`config.mk`:
```
export PLATFORM = sky130hd
export DESIGN_NAME = mz_pulse_sequencer
export DESIGN_NICKNAME = d
export VERILOG_FILES = /design/src/rtl/mz_pulse_sequencer.sv
export SDC_FILE = /design/constraint.sdc
export NUM_CORES = 1
export LEC_CHECK = 0
export CAP_MARGIN = 10
export CORE_AREA = 2 2 75 77
export DETAILED_ROUTE_END_ITERATION = 6
export DIE_AREA = 0 0 77 79
export PLACE_DENSITY = 0.65
export REMOVE_ABC_BUFFERS = 1
export SLEW_MARGIN = 10
export SYNTH_ARGS = -nofsm -noshare
export SYNTH_HDL_FRONTEND = slang
export SYNTH_SLANG_ARGS = --single-unit
```
`constraint.sdc`:
```
create_clock -name clk -period 2.7 [get_ports clk]
set_input_delay 0.405 -clock clk [delete_from_list [all_inputs] [get_ports clk]]
set_output_delay 0.405 -clock clk [all_outputs]
set_load 0.01 [all_outputs]
```
`src/rtl/mz_pulse_sequencer.sv`:
```
// mz_pulse_sequencer: RF pulse sequencer for the interferometry control path.
// A rising edge on trig starts one burst, framed by rf-low pre and post delays:
//   pi/2 - gap - (pi - gap) x N - pi/2
// busy covers the whole burst. done pulses for one cycle on normal completion.
// abort returns to idle without done. phase exposes the state code for debug.
`timescale 1ns/1ps
module mz_pulse_sequencer #(
  parameter int CNT_W       = 32,
  parameter int ECHO_W      = 4,
  parameter int PRE_CYCLES  = 400,
  parameter int PI2_CYCLES  = 333,
  parameter int PI_CYCLES   = 666,
  parameter int GAP_CYCLES  = 66600,
  parameter int POST_CYCLES = 33300
) (
  input  logic              clk,
  input  logic              rst_n,
  input  logic              trig,
  input  logic [ECHO_W-1:0] n_echo,
  input  logic              abort,
  output logic              rf,
  output logic              busy,
  output logic              done,
  output logic [2:0]        phase
);

  // A zero duration would make a state last 2^CNT_W cycles instead of zero.
  if (PRE_CYCLES < 1 || PI2_CYCLES < 1 || PI_CYCLES < 1 ||
      GAP_CYCLES < 1 || POST_CYCLES < 1) begin : g_bad_duration
    $error("mz_pulse_sequencer: every duration parameter must be >= 1");
  end

  typedef enum logic [2:0] {
    S_IDLE = 3'd0,
    S_PRE  = 3'd1,
    S_P2A  = 3'd2,
    S_GAP  = 3'd3,
    S_PI   = 3'd4,
    S_P2B  = 3'd5,
    S_POST = 3'd6
  } state_t;

  // Terminal counter values: a state of duration D counts 0..D-1.
  localparam logic [CNT_W-1:0] PRE_LAST  = CNT_W'(PRE_CYCLES - 1);
  localparam logic [CNT_W-1:0] PI2_LAST  = CNT_W'(PI2_CYCLES - 1);
  localparam logic [CNT_W-1:0] PI_LAST   = CNT_W'(PI_CYCLES - 1);
  localparam logic [CNT_W-1:0] GAP_LAST  = CNT_W'(GAP_CYCLES - 1);
  localparam logic [CNT_W-1:0] POST_LAST = CNT_W'(POST_CYCLES - 1);

  state_t            state_q, state_d;
  logic [CNT_W-1:0]  cnt_q, cnt_d;
  logic [ECHO_W-1:0] echo_q, echo_d;
  logic [CNT_W-1:0]  last_cnt;
  logic              done_d;
  logic              rf_d;
  logic              trig_s1, trig_s2, trig_prev, start_q;

  // Trigger synchroniser and registered rising-edge detector. All three flops
  // reset high, so a trig held high through reset release is not an edge.
  always_ff @(posedge clk or negedge rst_n) begin
    if (!rst_n) begin
      trig_s1   <= 1'b1;
      trig_s2   <= 1'b1;
      trig_prev <= 1'b1;
      start_q   <= 1'b0;
    end else begin
      trig_s1   <= trig;
      trig_s2   <= trig_s1;
      trig_prev <= trig_s2;
      start_q   <= trig_s2 & ~trig_prev;
    end
  end

  // Select the terminal count of the current state.
  always_comb begin
    last_cnt = '0;
    case (state_q)
      S_PRE:   last_cnt = PRE_LAST;
      S_P2A:   last_cnt = PI2_LAST;
      S_GAP:   last_cnt = GAP_LAST;
      S_PI:    last_cnt = PI_LAST;
      S_P2B:   last_cnt = PI2_LAST;
      S_POST:  last_cnt = POST_LAST;
      default: last_cnt = '0;
    endcase
  end

  // Next-state, counter and echo bookkeeping. Abort beats any transition.
  always_comb begin
    state_d = state_q;
    cnt_d   = cnt_q;
    echo_d  = echo_q;
    done_d  = 1'b0;
    if (state_q == S_IDLE) begin
      cnt_d = '0;
      if (start_q) begin
        state_d = S_PRE;
        echo_d  = n_echo;
      end
    end else if (abort) begin
      state_d = S_IDLE;
      cnt_d   = '0;
      echo_d  = '0;
    end else if (cnt_q == last_cnt) begin
      cnt_d = '0;
      case (state_q)
        S_PRE:  state_d = S_P2A;
        S_P2A:  state_d = S_GAP;
        S_GAP:  state_d = (echo_q != '0) ? S_PI : S_P2B;
        S_PI: begin
          state_d = S_GAP;
          echo_d  = echo_q - ECHO_W'(1);
        end
        S_P2B:  state_d = S_POST;
        S_POST: begin
          state_d = S_IDLE;
          done_d  = 1'b1;
        end
        default: state_d = S_IDLE;
      endcase
    end else begin
      cnt_d = cnt_q + CNT_W'(1);
    end
  end

  // rf is high only in the three pulse states.
  always_comb begin
    rf_d = (state_d == S_P2A) || (state_d == S_PI) || (state_d == S_P2B);
  end

  // State, counter and registered outputs.
  always_ff @(posedge clk or negedge rst_n) begin
    if (!rst_n) begin
      state_q <= S_IDLE;
      cnt_q   <= '0;
      echo_q  <= '0;
      rf      <= 1'b0;
      busy    <= 1'b0;
      done    <= 1'b0;
    end else begin
      state_q <= state_d;
      cnt_q   <= cnt_d;
      echo_q  <= echo_d;
      rf      <= rf_d;
      busy    <= (state_d != S_IDLE);
      done    <= done_d;
    end
  end

  assign phase = state_q;

endmodule

```
==> metrics <==
Seq cells post-synth 46; Req. time, crit path about 2.9 ns; number of global-route vias before repair between 2,000 and 2,500; H-tree Lvls 2; fin crit period between 2 and 3 ns; Post-DP Area about 2800 um^2; Fin Setup TNS 0 ns; chip width slightly below 80 um; clk buf depth 2; Area Overhead vs Synth 14.3%; RSZ-0062 raised after global routing yes; Synth cell types between 40 and 50; Final nets between 300 and 400; ys async rst share 100%; vias per cell 5.44; cell taking the most area after synthesis dfrtp_1; Rows 27; Synth Instances about 290; first-pass GRT wire length between 9 and 10 mm; DRC viols 0; CP cell instances or2_1 > a311oi_1 > a31oi_1 > or4_1 > buf_4 > o211ai_1 > nand2_1 > o211ai_1; Seq/Total Area, Yosys 44.6%; WL final around 5.2 mm; clk slew on worst S/H paths 0.09 ns; post-route cell area ~3000 um^2; Antenna Cells 0; Final Total Pwr approximately 2.0 mW; initial DRC count roughly 120; GRT Total Usage about a fifth; Arrival @ worst endpoint 2.72 ns; CTS tree done; gpl congestion between 0.8 and 0.9; Startpoint Class register; TritonCTS buffer count 5; Synth warnings 0; Synth Flop Type dfrtp_1; pin count of the biggest net entering global routing 34; Fmax achieved 400 MHz; Mapped Area around 2600 um^2; Clk Latency, worst-skew pair around 0.30 ns; synth cell count leaders 46 x nor2_1, 43 x dfrtp_1, 21 x xor2_1, 19 x nand2_1, 16 x nand3_1; Detailed Routing Iterations Pass 1 4; Slew headroom between 60% and 70%; final hold violations 0; post-synth top area share about two fifths; max cap viols 0; Worst Tran Pin Value about 0.52 ns; crit share post-route between 90% and 100%; DR vias 2,061; Syn Area/Cell around 9 um^2; VDD IR-drop max between 0.3 and 0.4 mV; Final ANT Viol Nets 0; Core Util, Final between 50% and 60%; CTS sink cnt 46; dominant cells by area after synthesis dfrtp_1 42%, xor2_1 7.1%, nor2_1 6.7%; HPWL Detailed about 3.7 mm; Hold WC Path Type reg2reg; Die ar. between 6000 and 7000 um^2; final slew viol count 0; power per cell area approximately 680 nW/um^2; GRT overflow 0; most frequent CP cell o211ai_1; I/O pins 14; initial antenna violation count 0; Pleak 1.19 nW; CTS root buf clkbuf_8; type of the worst setup path reg2reg; Die H 79 um; status complete, no violations; CP max stage cell or4_1; Initial Utilization 48.5%; wire length per cell between 10 and 15 um; number of synthesized flops with an enable pin 0; final setup vio count 0; max incr delay on CP 0.56 ns; core area approximately 5300 um^2; crit-path max FO 14; fraction of layout cells with a size suffix above 1 approximately 12%; skew final 0.00817 ns; Min Hold Slack roughly 0.36 ns; port bufs 13; most common cell in the netlist nor2_1; Critical Path Sink Type register
-- area by class of cell --
class,instances,area (um^2)
Fill cell,514,2380
Multi-Input combinational cell,215,1320
Sequential cell,46,1160
Timing Repair Buffer,30,268
Tap cell,72,90.1
Clock buffer,5,68.8
Inverter,8,30.0
Clock inverter,3,21.3
-- per-stage QoR --
| stage | worst slack, ns | cells |
|---|---|---|
| finish | 0.197 | 379 |
| global route | -0.00461 | 379 |
| CTS | 0.106 | 379 |
| detailed placement | 0.134 | 370 |
| global placement | 0.187 | 370 |
| floorplan | -0.113 | 269 |
-- worst max-delay path, delay by kind of cell, from the launching register on --
| family | cells | cell delay, ns |
|---|---|---|
| AOI/OAI and AO/OA | 4 | 0.79 |
| buffers and inverters | 1 | 0.18 |
| DFF | 1 | 0.50 |
| and+or+nand+nor | 3 | 0.95 |
-- report_power, final --
group          switching [mW]  internal [mW]  leakage [nW]
clock network           0.242          0.182        0.0441
registers              0.0806          0.752         0.617
logic                   0.408          0.342         0.533
total                   0.731           1.28          1.19
-- registers in the layout (all words and copies together) (netlist names) --
signal     cells
trig_s1        1
trig_s2        1
busy           1
start_q        1
phase          3
done           1
cnt_q         32
echo_q         4
trig_prev      1
rf             1
-- cells by family (layout without fill, tap and decap cells) --
logic type / count (synthesis) / after routing / share of synthesized area (%)
buffers and inverters: 25 / 46 / 4.64
and+or+nand+nor: 138 / 138 / 27.0
muxes: 2 / 2 / 0.822
AOI/OAI and AO/OA: 38 / 38 / 10.1
adders and majority gates: 2 / 2 / 0.967
xor gates and xnor gates: 35 / 35 / 11.8
DFF: 46 / 46 / 44.6
-- per-layer routing --
layer / global-route usage (%) / vias up / share of wire, %
li1: - / 1041 / -
met1: 27.4 / 988 / 51
met2: 29.4 / 25 / 45
met3: 2.84 / 7 / 2.5
met4: 6.43 / 0 / 1.4
met5: 0 / - / 0
-- worst paths after layout --
check                         start        end  slack, ns  cells after the start
max                        phase[2]  echo_q[3]       0.20                      8
min in group asynchronous     rst_n  cnt_q[29]       0.51                      2
min                         trig_s1    trig_s2       0.36                      0
min reg2reg                 trig_s1    trig_s2       0.36                      0
max in group asynchronous     rst_n  trig_prev       1.44                      3
max reg2reg                phase[2]  echo_q[3]       0.20                      8
-- cell usage in the layout, fill, tap and decap left out, types with 3 or more instances in the layout --
master | Yosys | routed
a21oi_1 | 8 | 8
a31oi_1 | 3 | 3
and3_1 | 6 | 6
and4_1 | 3 | 3
buf_4 | 1 | 15
clkbuf_8 | 0 | 5
clkdlybuf4s50_1 | 0 | 12
dfrtp_1 | 43 | 40
dfrtp_2 | 0 | 3
dfstp_2 | 3 | 3
inv_1 | 8 | 8
nand2_1 | 19 | 19
nand2b_1 | 3 | 3
nand3_1 | 16 | 16
nand3b_1 | 4 | 4
nand4_1 | 8 | 8
nor2_1 | 46 | 46
nor2b_1 | 4 | 4
nor3_1 | 8 | 8
nor4_1 | 7 | 7
o211ai_1 | 4 | 4
o21ai_0 | 8 | 8
or3_1 | 3 | 3
xnor2_1 | 14 | 14
xor2_1 | 21 | 21
-- what timing repair did --
action	CTS	global route
endpoints found under the hold margin	13	0
setup endpoints to repair	0	39
gates resized for setup	0	5
buffers inserted	0	0
hold buffers	1	0
Note: power is estimated with default switching activity, not from simulation.
